## src/rtl/decodificador_bcd_seq_if.sv

```systemverilog
// Start/done handshake bundle between a binary producer and the BCD converter.
interface decodificador_bcd_seq_if #(
  parameter int WIDTH  = 8,
  parameter int DIGITS = 3
);
  logic                  start;
  logic [WIDTH-1:0]      bin;
  logic                  busy;
  logic                  done;
  logic [4*DIGITS-1:0]   bcd;
  logic                  overflow;

  modport master (output start, bin, input busy, done, bcd, overflow);
  modport slave  (input start, bin, output busy, done, bcd, overflow);
endinterface

```

## src/rtl/decodificador_bcd_seq.sv

```systemverilog
// Sequential binary-to-BCD converter (shift-and-add-3), one bit per cycle,
// with start/done handshake, busy flag and overflow for values beyond DIGITS.
module decodificador_bcd_seq #(
  parameter int WIDTH  = 8,
  parameter int DIGITS = 3
) (
  input  logic                     clk,
  input  logic                     rst,
  decodificador_bcd_seq_if.slave   bus
);
  localparam int CNT_W = $clog2(WIDTH + 1);
  localparam int BCD_W = 4 * DIGITS;

  typedef enum logic [1:0] {S_IDLE, S_SHIFT, S_DONE} state_t;

  state_t             r_state;
  state_t             w_state_nxt;
  logic [WIDTH-1:0]   r_sh;
  logic [BCD_W-1:0]   r_w;
  logic               r_ovf_acc;
  logic [CNT_W-1:0]   r_cnt;
  logic               r_busy;
  logic               r_done;
  logic [BCD_W-1:0]   r_bcd;
  logic               r_overflow;

  logic [BCD_W-1:0]   w_adj;
  logic [BCD_W-1:0]   w_w_nxt;
  logic [WIDTH-1:0]   w_sh_nxt;
  logic               w_carry;
  logic               w_last;

  // Per-digit correction; digits never carry into each other.
  function automatic logic [BCD_W-1:0] add3(input logic [BCD_W-1:0] v);
    logic [BCD_W-1:0] r;
    r = v;
    for (int i = 0; i < DIGITS; i++) begin
      if (v[4*i +: 4] >= 4'd5) r[4*i +: 4] = v[4*i +: 4] + 4'd3;
    end
    return r;
  endfunction

  assign w_adj    = add3(r_w);
  assign w_w_nxt  = {w_adj[BCD_W-2:0], r_sh[WIDTH-1]};
  assign w_sh_nxt = {r_sh[WIDTH-2:0], 1'b0};
  assign w_carry  = w_adj[BCD_W-1];
  assign w_last   = (r_cnt == CNT_W'(WIDTH - 1));

  always_comb begin
    w_state_nxt = r_state;
    case (r_state)
      S_IDLE:  if (bus.start) w_state_nxt = S_SHIFT;
      S_SHIFT: if (w_last) w_state_nxt = S_DONE;
      S_DONE:  w_state_nxt = S_IDLE;
      default: w_state_nxt = S_IDLE;
    endcase
  end

  always_ff @(posedge clk) begin
    if (rst) r_state <= S_IDLE;
    else     r_state <= w_state_nxt;
  end

  // Control and result registers; the result is loaded on entry to DONE so it
  // is visible together with the done pulse.
  always_ff @(posedge clk) begin
    if (rst) begin
      r_cnt      <= '0;
      r_ovf_acc  <= 1'b0;
      r_busy     <= 1'b0;
      r_done     <= 1'b0;
      r_bcd      <= '0;
      r_overflow <= 1'b0;
    end else begin
      r_done <= 1'b0;
      r_busy <= (w_state_nxt == S_SHIFT);
      case (r_state)
        S_IDLE: begin
          if (bus.start) begin
            r_ovf_acc <= 1'b0;
            r_cnt     <= '0;
          end
        end
        S_SHIFT: begin
          r_ovf_acc <= r_ovf_acc | w_carry;
          r_cnt     <= r_cnt + CNT_W'(1);
          if (w_last) begin
            r_bcd      <= w_w_nxt;
            r_overflow <= r_ovf_acc | w_carry;
            r_done     <= 1'b1;
          end
        end
        default: ;
      endcase
    end
  end

  always_ff @(posedge clk) begin
    if (r_state == S_IDLE && bus.start) begin
      r_sh <= bus.bin;
      r_w  <= '0;
    end else if (r_state == S_SHIFT) begin
      r_sh <= w_sh_nxt;
      r_w  <= w_w_nxt;
    end
  end

  assign bus.busy     = r_busy;
  assign bus.done     = r_done;
  assign bus.bcd      = r_bcd;
  assign bus.overflow = r_overflow;
endmodule

```

## src/flat_wrapper.sv

```systemverilog
// flat-port wrapper written by rule: the top's interface ports become plain ports
module decodificador_bcd_seq_flat 
#(
  parameter int WIDTH  = 8,
  parameter int DIGITS = 3
)
  (clk, rst, bus_start, bus_bin, bus_busy, bus_done, bus_bcd, bus_overflow);
  decodificador_bcd_seq_if #(.WIDTH(WIDTH), .DIGITS(DIGITS)) bus_i ();
  input  logic clk;
  input  logic rst;
  input wire logic [$bits(bus_i.start)-1:0] bus_start;
  input wire logic [$bits(bus_i.bin)-1:0] bus_bin;
  output wire logic [$bits(bus_i.busy)-1:0] bus_busy;
  output wire logic [$bits(bus_i.done)-1:0] bus_done;
  output wire logic [$bits(bus_i.bcd)-1:0] bus_bcd;
  output wire logic [$bits(bus_i.overflow)-1:0] bus_overflow;
  assign bus_i.start = bus_start;
  assign bus_i.bin = bus_bin;
  assign bus_busy = bus_i.busy;
  assign bus_done = bus_i.done;
  assign bus_bcd = bus_i.bcd;
  assign bus_overflow = bus_i.overflow;
  decodificador_bcd_seq #(.WIDTH(WIDTH), .DIGITS(DIGITS)) u_core (.clk(clk), .rst(rst), .bus(bus_i));
endmodule
```

## config.mk

```make
export PLATFORM = sky130hd
export DESIGN_NAME = decodificador_bcd_seq_flat
export DESIGN_NICKNAME = d
export VERILOG_FILES = /design/src/rtl/decodificador_bcd_seq_if.sv /design/src/rtl/decodificador_bcd_seq.sv /design/src/flat_wrapper.sv
export SDC_FILE = /design/constraint.sdc
export NUM_CORES = 1
export LEC_CHECK = 0
export BUFFER_PORTS_ARGS = -buffer_cell sky130_fd_sc_hd__buf_2
export CAP_MARGIN = 10
export CORE_MARGIN = 2
export CORE_UTILIZATION = 35
export DETAILED_ROUTE_END_ITERATION = 8
export HOLD_SLACK_MARGIN = 0.02
export MAX_ROUTING_LAYER = met4
export PLACE_DENSITY = 0.55
export SLEW_MARGIN = 20
export SYNTH_ARGS = -nofsm -noshare
export SYNTH_HDL_FRONTEND = slang
export SYNTH_SLANG_ARGS = --single-unit
```

## constraint.sdc

```tcl
create_clock -name clk -period 3.5 [get_ports clk]
set_clock_uncertainty 0.1 [all_clocks]
set_input_delay 0.7 -clock clk [delete_from_list [all_inputs] [get_ports clk]]
set_output_delay 0.7 -clock clk [all_outputs]
set_load 0.01 [all_outputs]
```

Word-level counts from Yosys, hierarchy flattened
Index checks and enable logic that the tools add are counted.

Bitwise logic cells: 2. Muxes and demuxes: 13. $lt $le $gt $ge: 3. Equal/unequal tests: 4. Reduce and logical (&&, ||, !) cells: 7. Add/sub/neg operators: 4.

Operators with widths (number): $mux 4 (4); $mux 8 (2); $add 4x2->4 const B (3); $ge 4x3->1 const B (3); $pmux 4 s2 (1); $add 4x1->4 const B (1); $eq 2x1->1 const B (2); $eq 4x3->1 const B (1); $mux 2 (2); $pmux 2 s2 (1); $reduce_and 2->1 (2); $reduce_bool 2->1 (2); $logic_not 2->1 (1); $mux 1 (2); $ne 2x2->1 const B (1); $pmux 1 s2 (1); $reduce_or 2->1 (1); $logic_and 1x1->1 (1); $not 1->1 (1); $or 1x1->1 (1).

Logic and storage cells: 42. Output and inout bits: 15. Input port bits: 11. Register bits after elaboration: 42.

Depth between registers and ports, before layout
Depth after elaboration: 4. Depth in mapped cells: 7. Depth with buffers taken out: 6.

Worst setup path after synthesis
OpenSTA, ideal clock, no wires.

Kind: in2reg. From: input bus_start. To: register u_core.r_sh[1], data pin. Data arrival time: 1304 ps. Data required time: 3140 ps. Setup slack: 1836 ps. Stages on the path: 3. Cell sequence: and2_1 buf_2 mux2_2.

Word-level cells in the longest chain between the ends: 2.

RTL lines: start, declared (RTL line flat_wrapper.sv:11) `input wire logic [$bits(bus_i.start)-1:0] bus_start;`; $logic_and 1x1->1 (RTL line decodificador_bcd_seq.sv:99) `if (r_state == S_IDLE && bus.start) begin`; $mux 8 (RTL line decodificador_bcd_seq.sv:99); end signal, assigned (RTL line decodificador_bcd_seq.sv:100) `r_sh <= bus.bin;`; end signal, assigned (RTL line decodificador_bcd_seq.sv:103) `r_sh <= w_sh_nxt;`; end, declared (RTL line decodificador_bcd_seq.sv:18) `logic [WIDTH-1:0] r_sh;`.

No other way between the ends. A chain may end at the register's enable or synchronous reset.

Worst setup path in the final report
From: register u_core.r_state[0]. To: register u_core.r_bcd[6], in the netlist u_core.bus.bcd[6].

Word-level cells in the longest chain between the ends: 2.

RTL lines: start, declared (RTL line decodificador_bcd_seq.sv:16) `state_t r_state;`; start signal, assigned (RTL line decodificador_bcd_seq.sv:61) `else r_state <= w_state_nxt;`; $eq 2x1->1 (RTL line decodificador_bcd_seq.sv:77) `case (r_state)`; $reduce_and 2->1 (no source line); end signal, assigned (RTL line decodificador_bcd_seq.sv:88) `r_bcd <= w_w_nxt;`; end, declared (RTL line decodificador_bcd_seq.sv:24) `logic [BCD_W-1:0] r_bcd;`.

No other way between the ends.

==> summary.txt <==
Placed design
  • Placed cells: 266
  • Dpl hpwl: 2550 µm
  • IO Port Bufs: 25
  • GPL Wtd Cong: 0.818

Clocking
  • Clock transition at the registers of the reported paths: 80 ps
  • Max H-tree Level: 2
  • CTS tree: yes
  • CTS resizes: 0
  • CTS Root Cell: clkbuf_8
  • Worst skew pair latency: 290 ps
  • CTS Buffer Depth: 2
  • TritonCTS Buffers: 5
  • # hold bufs at CTS: 0
  • CTS Sinks: 42
  • # Post-CTS Setup Buffers: 0

Floorplan
  • DIE WIDTH: 76.6 µm
  • I/O pin total: 26
  • Die area: 5870 µm²
  • Core footprint: 5110 µm²
  • Starting Density: 0.361
  • Die height: 76.6 µm
  • Rows: 26

Cells and area
  • Most frequent cells in the layout: dfxtp_1, buf_2, nor2_1
  • Non-filler cells in the finished layout: 274
  • Area Growth Syn to Fin: 13.6%
  • Antenna cells: 0
  • Fin nets: 221
  • Share of cells above drive strength 1: 0.235
  • Commonest non-fill, non-tap cell in the layout: dfxtp_1
  • Final Core Density: 0.410

Drt
  • WL/cell: 13.2 µm
  • Detail Route Antenna Nets: 0
  • Met2 WL: 1620 µm
  • # DRC: 0
  • Pre-antenna DRT Iters: 4
  • Final WL: 3610 µm
  • Met3 WL post-DR: 85 µm
  • Met1 wire length: 1850 µm
  • DR top layer: met4
  • Number of DRC markers in iteration 0: 84
  • Vias: 1352
  • Via-to-Cell Ratio: 4.93

Global route
  • Gr usage total: 0.132
  • First-pass GRT wire length: 5990 µm
  • Vias in the first global route: 1277
  • Largest net degree at the start of global routing: 23
  • Initial antenna violation count: 0
  • Congestion Overflow GR: 0

Synthesis
  • Primary FF master, synth: dfxtp_1
  • Post-synth top area cell: dfxtp_1
  • Syn_area_per_cell: 10.4 µm²
  • Top post-synthesis cells by area: dfxtp_1, edfxtp_1, ha_1
  • EDFF count, synth: 8
  • Post-Synth Simple-Gate Area: 0.159
  • Post-synth cell types: 37
  • Post-synthesis mux area share: 0.0590
  • Xor-xnor portion of the synthesized cell area: 0.0142
  • Synthesized Nets: 196
  • Synthesized flop and latch total: 42
  • Yosys warns: 0
  • Synth Area in Adders: 0.0475
  • Post-synthesis sequential area ratio: 0.499
  • Largest family of logic cells by synthesized area: compound AO/OA/AOI/OAI gates
  • Post-synthesis compound-gate area fraction: 0.168
  • FFs w/ async S/R, synth: 0
  • Gate Count Post-Synth: 178
  • Post-synth top area share: 0.369
  • Post-Syn Area: 1840 µm²

Setup path
  • Critical Path AT: 2060 ps
  • Buf+Inv Stages, Crit Path: 1
  • Slowest CP cell: and3_1
  • Crit-path cells: nor2b_4, and3_1, nand2b_2, inv_1, a21o_1
  • WS Path Type: reg -> reg
  • CP endpoint kind: register
  • Crit path launch type: register
  • Worst Path Required: 3640 ps
  • Slowest stage delay, CP: 640 ps
  • Top Family by Delay on Critical Path: simple AND/OR/NAND/NOR gates
  • Worst Path Max Fanout: 16

STA
  • Post-route clock period utilization: 0.549
  • Setup TNS: 0 ps
  • Slew @ Worst Pin: 671 ps
  • Fmax achieved: 520 MHz
  • Fin. Hold Viols: 0
  • Slew Limit Fails: 0
  • Slew HR: 0.553
  • Final setup fails: 0
  • RSZ-0062 raised after global routing: no
  • Tmin final: 1920 ps

Outcome
  • Outcome: finished clean

Power
  • Leakage: 0.858 nW
  • P per Cell Area: 452 nW/µm²
  • Max rail drop VDD: 0.165 mV
  • Power Total: 0.947 mW

Min path
  • Worst Hold Class: reg -> reg

Run
  • Max_cap viols: 0
[power by group]
part           switching, mW  total [mW]  internal, mW
Sequential            0.0163       0.537         0.521
Combinational         0.0621       0.112        0.0498
Clock                  0.162       0.299         0.137
[flip-flops by register name (all words and copies together) (netlist names)]
| register | cells |
|---|---|
| u_core.bus.bcd | 12 |
| u_core.r_w | 12 |
| u_core.r_sh | 8 |
| u_core.r_cnt | 4 |
| u_core.r_state | 2 |
| u_core.bus.busy | 1 |
| u_core.bus.done | 1 |
| u_core.bus.overflow | 1 |
| u_core.r_ovf_acc | 1 |
[cell families after synthesis]
| logic type | Yosys count |
|---|---|
| and+or+nand+nor | 52 |
| AOI/OAI and AO/OA | 46 |
| DFF | 42 |
| buffers and inverters | 18 |
| muxes | 10 |
| adders and majority gates | 7 |
| xor gates and xnor gates | 3 |
[Yosys cell counts (3+ instances only)]
cell      instances
nor3_1            3
a22o_1            3
ha_1              7
edfxtp_1          8
or3b_2            3
a21o_1            6
mux2i_1           3
dfxtp_1          34
nor2_1           13
nand2_1           9
nand3_1           3
inv_1             9
nand2b_1          4
clkbuf_1          4
a211oi_1          4
mux2_2            7
a311oi_1          5
o21ai_0          12
o22ai_1           5
nand3b_1          3
nor3b_1           6
xnor2_1           3
a21oi_1           7
[stage by stage]
step	area (µm²)	hold WS (ps)	setup slack (ps)
after floorplan	1840	340	1840
after global placement	2010	342	1550
after detailed placement	2010	345	1540
after CTS	2090	356	1570
after global routing	2090	377	1380
final	2090	354	1580
[layout make-up]
| type | count | area [µm²] |
|---|---|---|
| Fill cell | 508 | 3010 |
| Sequential cell | 42 | 921 |
| Multi-Input combinational cell | 118 | 827 |
| Timing Repair Buffer | 27 | 140 |
| Tap cell | 70 | 87.6 |
| Clock buffer | 5 | 68.8 |
| Inverter | 9 | 33.8 |
| Clock inverter | 3 | 16.3 |
[tightest hold or removal path: cells and delay by family, from the launching register on]
family          cells  cell delay (ps)
simple gates        1               50
compound gates      1               50
flops               1              310
[path summary, 6_finish.rpt]
| kind | start | to | slack (ps) | depth (start not counted) |
|---|---|---|---|---|
| worst max-delay path | u_core.r_state[0]$_SDFF_PP0_ | u_core.bus.bcd[6]$_SDFFE_PP0P_ | 1580 | 5 |
| worst min-delay path | u_core.bus.bcd[0]$_SDFFE_PP0P_ | u_core.bus.bcd[0]$_SDFFE_PP0P_ | 350 | 2 |
| worst max register to register | u_core.r_state[0]$_SDFF_PP0_ | u_core.bus.bcd[6]$_SDFFE_PP0P_ | 1580 | 5 |
| worst min register to register | u_core.bus.bcd[0]$_SDFFE_PP0P_ | u_core.bus.bcd[0]$_SDFFE_PP0P_ | 350 | 2 |
[metal layers]
metal | GRT usage | up-vias
li1 | - | 693
met3 | 0.0296 | 4
met2 | 0.201 | 19
met4 | 0.0545 | 0
met1 | 0.169 | 636
met5 | - | -
Note: power is estimated with default switching activity, not from simulation.
